$ cat src/rtl/jedro_1_imem_arb_if.sv
// Bus bundle between the IFU / LSU read requesters, the shared memory port and jedro_1_imem_arb.
// Handshake: a request transfers in the cycle where req && gnt are both high; the requester holds req/addr stable until then.
interface jedro_1_imem_arb_if #(
    parameter int ADDR_WIDTH = 32,
    parameter int DATA_WIDTH = 32
);
    logic                  ifu_req_i;
    logic [ADDR_WIDTH-1:0] ifu_addr_i;
    logic                  ifu_gnt_o;
    logic                  ifu_flush_i;
    logic [DATA_WIDTH-1:0] ifu_rdata_o;
    logic                  ifu_rvalid_o;
    logic                  lsu_req_i;
    logic [ADDR_WIDTH-1:0] lsu_addr_i;
    logic                  lsu_gnt_o;
    logic [DATA_WIDTH-1:0] lsu_rdata_o;
    logic                  lsu_rvalid_o;
    logic                  mem_en_o;
    logic [ADDR_WIDTH-1:0] mem_addr_o;
    logic [DATA_WIDTH-1:0] mem_rdata_i;

    modport slave (
        input  ifu_req_i, ifu_addr_i, ifu_flush_i, lsu_req_i, lsu_addr_i, mem_rdata_i,
        output ifu_gnt_o, ifu_rdata_o, ifu_rvalid_o, lsu_gnt_o, lsu_rdata_o, lsu_rvalid_o,
               mem_en_o, mem_addr_o
    );

    modport master (
        output ifu_req_i, ifu_addr_i, ifu_flush_i, lsu_req_i, lsu_addr_i, mem_rdata_i,
        input  ifu_gnt_o, ifu_rdata_o, ifu_rvalid_o, lsu_gnt_o, lsu_rdata_o, lsu_rvalid_o,
               mem_en_o, mem_addr_o
    );
endinterface

$ cat src/rtl/jedro_1_imem_arb.sv
// Shares one read-only memory port between IFU and LSU: LSU priority bounded by a starvation
// counter, one grant per cycle, responses routed back two cycles after grant.
module jedro_1_imem_arb #(
    parameter int ADDR_WIDTH   = 32,
    parameter int DATA_WIDTH   = 32,
    parameter int STARVE_LIMIT = 4,
    localparam int CNT_W       = $clog2(STARVE_LIMIT + 1)
) (
    input  logic                clk_i,
    input  logic                rstn_i,
    jedro_1_imem_arb_if.slave   bus,
    output logic [1:0]          dbg_owner_o,
    output logic [CNT_W-1:0]    dbg_starve_cnt_o
);

    localparam logic [CNT_W-1:0] LIMIT = CNT_W'(STARVE_LIMIT);

    typedef enum logic [1:0] {
        OWN_NONE = 2'd0,
        OWN_IFU  = 2'd1,
        OWN_LSU  = 2'd2
    } owner_e;

    owner_e                owner_q, owner_d;
    logic [CNT_W-1:0]      starve_q, starve_d;
    logic                  ifu_gnt, lsu_gnt;
    logic                  ifu_rvalid_q, lsu_rvalid_q;
    logic [DATA_WIDTH-1:0] ifu_rdata_q, lsu_rdata_q;

    // LSU wins contention until IFU has waited through LIMIT consecutive LSU grants.
    always_comb begin
        ifu_gnt = 1'b0;
        lsu_gnt = 1'b0;
        if (rstn_i) begin
            if (bus.lsu_req_i && (!bus.ifu_req_i || (starve_q < LIMIT))) begin
                lsu_gnt = 1'b1;
            end else if (bus.ifu_req_i) begin
                ifu_gnt = 1'b1;
            end
        end
    end

    always_comb begin
        starve_d = '0;
        if (lsu_gnt && bus.ifu_req_i) begin
            starve_d = (starve_q == LIMIT) ? starve_q : starve_q + CNT_W'(1);
        end
        owner_d = OWN_NONE;
        if (lsu_gnt) begin
            owner_d = OWN_LSU;
        end else if (ifu_gnt) begin
            owner_d = OWN_IFU;
        end
    end

    // owner_q tracks the memory access in flight; rvalid stage is the second pipeline step.
    always_ff @(posedge clk_i) begin
        if (!rstn_i) begin
            owner_q      <= OWN_NONE;
            starve_q     <= '0;
            ifu_rvalid_q <= 1'b0;
            lsu_rvalid_q <= 1'b0;
        end else begin
            owner_q      <= owner_d;
            starve_q     <= starve_d;
            ifu_rvalid_q <= (owner_q == OWN_IFU) && !bus.ifu_flush_i;
            lsu_rvalid_q <= (owner_q == OWN_LSU);
        end
    end

    always_ff @(posedge clk_i) begin
        if (owner_q == OWN_IFU) begin
            ifu_rdata_q <= bus.mem_rdata_i;
        end
        if (owner_q == OWN_LSU) begin
            lsu_rdata_q <= bus.mem_rdata_i;
        end
    end

    assign bus.ifu_gnt_o    = ifu_gnt;
    assign bus.lsu_gnt_o    = lsu_gnt;
    assign bus.mem_en_o     = ifu_gnt | lsu_gnt;
    assign bus.mem_addr_o   = lsu_gnt ? bus.lsu_addr_i : bus.ifu_addr_i;
    assign bus.ifu_rvalid_o = ifu_rvalid_q;
    assign bus.ifu_rdata_o  = ifu_rdata_q;
    assign bus.lsu_rvalid_o = lsu_rvalid_q;
    assign bus.lsu_rdata_o  = lsu_rdata_q;

    assign dbg_owner_o      = owner_q;
    assign dbg_starve_cnt_o = starve_q;

endmodule

$ cat src/flat_wrapper.sv
// flat-port wrapper written by rule: the top's interface ports become plain ports
module jedro_1_imem_arb_flat 
#(
    parameter int ADDR_WIDTH   = 32,
    parameter int DATA_WIDTH   = 32,
    parameter int STARVE_LIMIT = 4,
    localparam int CNT_W       = $clog2(STARVE_LIMIT + 1)
)
  (clk_i, rstn_i, dbg_owner_o, dbg_starve_cnt_o, bus_ifu_req_i, bus_ifu_addr_i, bus_ifu_flush_i, bus_lsu_req_i, bus_lsu_addr_i, bus_mem_rdata_i, bus_ifu_gnt_o, bus_ifu_rdata_o, bus_ifu_rvalid_o, bus_lsu_gnt_o, bus_lsu_rdata_o, bus_lsu_rvalid_o, bus_mem_en_o, bus_mem_addr_o);
  jedro_1_imem_arb_if #(.ADDR_WIDTH(ADDR_WIDTH), .DATA_WIDTH(DATA_WIDTH)) bus_i ();
  input  logic clk_i;
  input  logic rstn_i;
  output logic [1:0] dbg_owner_o;
  output logic [CNT_W-1:0] dbg_starve_cnt_o;
  input wire logic [$bits(bus_i.ifu_req_i)-1:0] bus_ifu_req_i;
  input wire logic [$bits(bus_i.ifu_addr_i)-1:0] bus_ifu_addr_i;
  input wire logic [$bits(bus_i.ifu_flush_i)-1:0] bus_ifu_flush_i;
  input wire logic [$bits(bus_i.lsu_req_i)-1:0] bus_lsu_req_i;
  input wire logic [$bits(bus_i.lsu_addr_i)-1:0] bus_lsu_addr_i;
  input wire logic [$bits(bus_i.mem_rdata_i)-1:0] bus_mem_rdata_i;
  output wire logic [$bits(bus_i.ifu_gnt_o)-1:0] bus_ifu_gnt_o;
  output wire logic [$bits(bus_i.ifu_rdata_o)-1:0] bus_ifu_rdata_o;
  output wire logic [$bits(bus_i.ifu_rvalid_o)-1:0] bus_ifu_rvalid_o;
  output wire logic [$bits(bus_i.lsu_gnt_o)-1:0] bus_lsu_gnt_o;
  output wire logic [$bits(bus_i.lsu_rdata_o)-1:0] bus_lsu_rdata_o;
  output wire logic [$bits(bus_i.lsu_rvalid_o)-1:0] bus_lsu_rvalid_o;
  output wire logic [$bits(bus_i.mem_en_o)-1:0] bus_mem_en_o;
  output wire logic [$bits(bus_i.mem_addr_o)-1:0] bus_mem_addr_o;
  assign bus_i.ifu_req_i = bus_ifu_req_i;
  assign bus_i.ifu_addr_i = bus_ifu_addr_i;
  assign bus_i.ifu_flush_i = bus_ifu_flush_i;
  assign bus_i.lsu_req_i = bus_lsu_req_i;
  assign bus_i.lsu_addr_i = bus_lsu_addr_i;
  assign bus_i.mem_rdata_i = bus_mem_rdata_i;
  assign bus_ifu_gnt_o = bus_i.ifu_gnt_o;
  assign bus_ifu_rdata_o = bus_i.ifu_rdata_o;
  assign bus_ifu_rvalid_o = bus_i.ifu_rvalid_o;
  assign bus_lsu_gnt_o = bus_i.lsu_gnt_o;
  assign bus_lsu_rdata_o = bus_i.lsu_rdata_o;
  assign bus_lsu_rvalid_o = bus_i.lsu_rvalid_o;
  assign bus_mem_en_o = bus_i.mem_en_o;
  assign bus_mem_addr_o = bus_i.mem_addr_o;
  jedro_1_imem_arb #(.ADDR_WIDTH(ADDR_WIDTH), .DATA_WIDTH(DATA_WIDTH), .STARVE_LIMIT(STARVE_LIMIT)) u_core (.clk_i(clk_i), .rstn_i(rstn_i), .bus(bus_i), .dbg_owner_o(dbg_owner_o), .dbg_starve_cnt_o(dbg_starve_cnt_o));
endmodule
$ cat config.mk
export PLATFORM = sky130hd
export DESIGN_NAME = jedro_1_imem_arb_flat
export DESIGN_NICKNAME = d
export VERILOG_FILES = /design/src/rtl/jedro_1_imem_arb_if.sv /design/src/rtl/jedro_1_imem_arb.sv /design/src/flat_wrapper.sv
export SDC_FILE = /design/constraint.sdc
export NUM_CORES = 1
export LEC_CHECK = 0
export BUFFER_PORTS_ARGS = -buffer_cell sky130_fd_sc_hd__buf_2
export CELL_PAD_IN_SITES_DETAIL_PLACEMENT = 0
export CELL_PAD_IN_SITES_GLOBAL_PLACEMENT = 1
export CORE_AREA = 2 2 102 104
export CTS_BUF_LIST = sky130_fd_sc_hd__clkbuf_8
export DETAILED_ROUTE_END_ITERATION = 16
export DIE_AREA = 0 0 104 106
export GPL_TIMING_DRIVEN = 0
export HOLD_SLACK_MARGIN = 0.15
export PLACE_DENSITY = 0.78
export RECOVER_POWER = 100
export SLEW_MARGIN = 20
export SYNTH_ARGS = -nofsm -noshare
export SYNTH_HDL_FRONTEND = slang
export SYNTH_SLANG_ARGS = --single-unit
$ cat constraint.sdc
create_clock -name clk_i -period 2.4 [get_ports clk_i]
set_input_delay 0.24 -clock clk_i [delete_from_list [all_inputs] [get_ports clk_i]]
set_output_delay 0.24 -clock clk_i [all_outputs]
set_load 0.01 [all_outputs]
==> results.sh <==
export IMPL_status="complete, no violations"
export IMPL_critPathArrivalTime_ps=1780
export IMPL_die_area_mm2=0.0110
export IMPL_worst_skew_pair_latency_ps=330
export IMPL_timing_critical_path_buf_inv=2
export IMPL_synth_mux_area_fraction_pct=17.2
export IMPL_post_layout_total_power_uw=2820
export IMPL_std_cell_rows=37
export IMPL_setup_viol=0
export IMPL_dpl_cell_count=471
export IMPL_synth_simple_gate_area_share_pct=3.52
export IMPL_min_path_type="in2reg"
export IMPL_largest_family_of_logic_cells_by_synthesized_area="multiplexers"
export IMPL_synth_commonest_cells="64 x edfxtp_1, 28 x mux2_4, 7 x dfxtp_1, 4 x inv_1, 4 x mux2_2"
export IMPL_drt_first_iter_violations=119
export IMPL_total_global_routing_track_utilization_pct=12.0
export IMPL_slowest_delay_ps=330
export IMPL_postCtsResizedCells=0
export IMPL_h_tree_depth=3
export IMPL_nets=481
export IMPL_synth_top_cell_area_share_pct=71.1
export IMPL_core_area_mm2=0.0100
export IMPL_num_io_pins=207
export IMPL_internal_power_uw=2260
export IMPL_detailed_place_hpwl_mm=5.44
export IMPL_synth_xor_xnor_area_share_pct=0
export IMPL_timing_final_crit_share_pct=84.1
export IMPL_multi_input_comb_area_um2=581
export IMPL_path_cells="nand2_1, nand3_1, buf_6, mux2_4, clkbuf_1"
export IMPL_grt_pass1_vias=2123
export IMPL_detail_route_antenna_nets=0
export IMPL_dr_pass1_iters=4
export IMPL_final_core_utilization_pct=42.9
export IMPL_combinationalPowerShare_pct=12.5
export IMPL_startpoint_type="flop"
export IMPL_worst_pin_slew_ps=703
export IMPL_postSynthCellCount=127
export IMPL_time_the_final_worst_path_needs_with_i_o_delays_and_setup_ps=2020
export IMPL_worst_ep_required_time_ps=2160
export IMPL_die_w_um=104
export IMPL_detailroute_via_count=2076
export IMPL_netSwitchingFraction_pct=20.1
export IMPL_finalWeightedCongestion=0.699
export IMPL_cts_hold_fix_buffers=32
export IMPL_worst_setup_hold_path_clk_slew_ps=70
export IMPL_buffer_ports_inserted=206
export IMPL_die_height_um=106
export IMPL_share_of_synthesized_registers_carrying_an_async_set_or_reset_pct=0
export IMPL_synthesis_nets=230
export IMPL_avgRoutedWirePerCell_um=13.6
export IMPL_final_layout_size_suffix_gt1_share_pct=33.5
export IMPL_num_antenna_cells=0
export IMPL_synth_most_common_cell="edfxtp_1"
export IMPL_post_route_cell_area_mm2=0.00429
export IMPL_worst_path_dominant_cell_family="buffers and inverters"
export IMPL_synthAdderAreaFrac_pct=0.925
export IMPL_syn_area_mm2=0.00270
export IMPL_final_fill_count=1025
export IMPL_cts_num_sinks=71
export IMPL_detail_route_vias_per_cell=4.01
export IMPL_layout_cells_non_filler=518
export IMPL_number_of_flops_mapped_to_enable_cells_by_yosys=64
export IMPL_seqCellArea_mm2=0.00206
export IMPL_drcViolationCount=0
export IMPL_initial_core_utilization_pct=27.0
export IMPL_power_switching_uw=568
export IMPL_synthesized_area_fraction_occupied_by_ao_oa_aoi_and_oai_cells_pct=0.278
export IMPL_cts_tree="done"
export IMPL_synth_ff_latch_count=71
export IMPL_grt_max_degree=28
export IMPL_power_density_mw_per_mm2=659
export IMPL_slowest_stage="dfxtp_1"
export IMPL_timing_max_transition_violations_final=0
export IMPL_crit_type="reg2out"
export IMPL_p_leak_uw=0.00172
export IMPL_max_cap_violations=0
export IMPL_p_clk_share_pct=37.7
export IMPL_synth_yosys_seq_area_share_pct=76.3
export IMPL_tns_ps=0
export IMPL_syn_area_per_cell_um2=21.3
export IMPL_number_of_antenna_violations_at_the_first_check_in_global_routing=0
export IMPL_grt_setup_unrepaired="no"
export IMPL_grt_pass1_wl_mm=10.1
export IMPL_ys_flop_type="edfxtp_1"
export IMPL_crit_fanout=10
export IMPL_cts_max_path_buffers=2
export IMPL_gr_ovfl_total=0
export IMPL_cts_made_buffers=9
export IMPL_power_frac_seq_pct=49.8
export IMPL_remaining_max_slew_budget_at_the_tightest_pin_pct=53.2
export IMPL_post_synth_main_area_contributors="edfxtp_1 71%, mux2_4 16%, dfxtp_1 5.2%"
export IMPL_area_of_placed_instances_mm2=0.00396
export IMPL_total_routed_length_mm=7.04
export IMPL_worst_ir_drop_vdd_mv=0.272
export IMPL_critPathCaptureType="primary output"
export IMPL_clock_skew_after_layout_ps=7.49
export IMPL_post_cts_buffers=0
export IMPL_timing_hold_violations_final=0
export IMPL_syn2layout_area_growth_pct=58.5
export IMPL_cts_root_buffer="clkbuf_8"
export IMPL_yosys_area_top_type="edfxtp_1"
export IMPL_ys_types=16
export IMPL_ys_warn_count=0
export IMPL_max_freq_mhz=495
==> metal layers <==
metal  vias up  track usage [%]  wire (µm)
li1        983                -          -
met1       935             12.5       2590
met2       149             21.9       3580
met3         9             4.72        771
met4         0             4.63         97
met5         -                0          0
==> area by class of cell <==
| class | count | share of cell area [%] |
|---|---|---|
| clock buffers | 9 | 2.89 |
| plain buffers | 3 | 0.788 |
| repair buffers | 240 | 28.0 |
| multi-input cells | 49 | 13.5 |
| well taps | 136 | 3.97 |
| clock inverters | 6 | 2.36 |
| inverters | 4 | 0.350 |
| flip-flops and latches | 71 | 48.1 |
==> worst register-to-register path, cell delays in order, from the launching register on <==
cell and delay (ps):
dfxtp_1 380, nor2b_1 530, clkbuf_2 670
==> path summary, 6_finish.rpt <==
kind	start	end	slack, ps	depth (start not counted)
max	u_core.dbg_starve_cnt_o[2]$_SDFFE_PN0N_	bus_mem_addr_o[20]	380	5
min	rstn_i	u_core.bus.lsu_rvalid_o$_SDFF_PN0_	190	2
max reg2reg	u_core.dbg_owner_o[0]$_SDFF_PP0_	u_core.bus.ifu_rdata_o[12]$_DFFE_PN_	430	2
min reg2reg	u_core.dbg_starve_cnt_o[0]$_SDFFE_PN0N_	u_core.dbg_starve_cnt_o[0]$_SDFFE_PN0N_	540	2
==> kinds of logic (layout without fill, tap and decap cells) <==
| kind of cell | Yosys count | in the layout |
|---|---|---|
| flops | 71 | 71 |
| mux | 32 | 32 |
| simple gates | 14 | 14 |
| buf+inv | 7 | 262 |
| fa+ha+maj | 2 | 2 |
| compound gates | 1 | 1 |
==> sequential cells by signal (all words and copies together) (netlist names) <==
register                 cells
u_core.bus.lsu_rvalid_o      1
u_core.dbg_owner_o           2
u_core.bus.ifu_rdata_o      32
u_core.bus.ifu_rvalid_o      1
u_core.dbg_starve_cnt_o      3
u_core.bus.lsu_rdata_o      32
==> power by group through the flow <==
stage	sequential (µW)	combinational [µW]	clock, µW
after global routing	1410	379	1150
final	1410	352	1060
after detailed placement	1430	350	0
after global placement	1430	336	0
after CTS	1410	392	1090
after floorplan	1460	133	0
==> through the flow <==
| stage | hold slack, ps | setup slack [ps] |
|---|---|---|
| global route | 184 | 262 |
| finish | 192 | 382 |
| floorplan | 339 | 55.7 |
| detailed placement | 434 | 879 |
| global placement | 428 | -719 |
| CTS | 181 | 502 |
==> placed cells by master, fill, tap and decap left out, types with 4 or more instances in the layout <==
cell           instances
dlygate4sd3_1         32
edfxtp_1              64
mux2_4                28
clkbuf_1             128
inv_1                  5
buf_2                 75
dfxtp_1                7
clkbuf_8               9
mux2_2                 4
No activity file was read; power rests on OpenSTA's default activity.
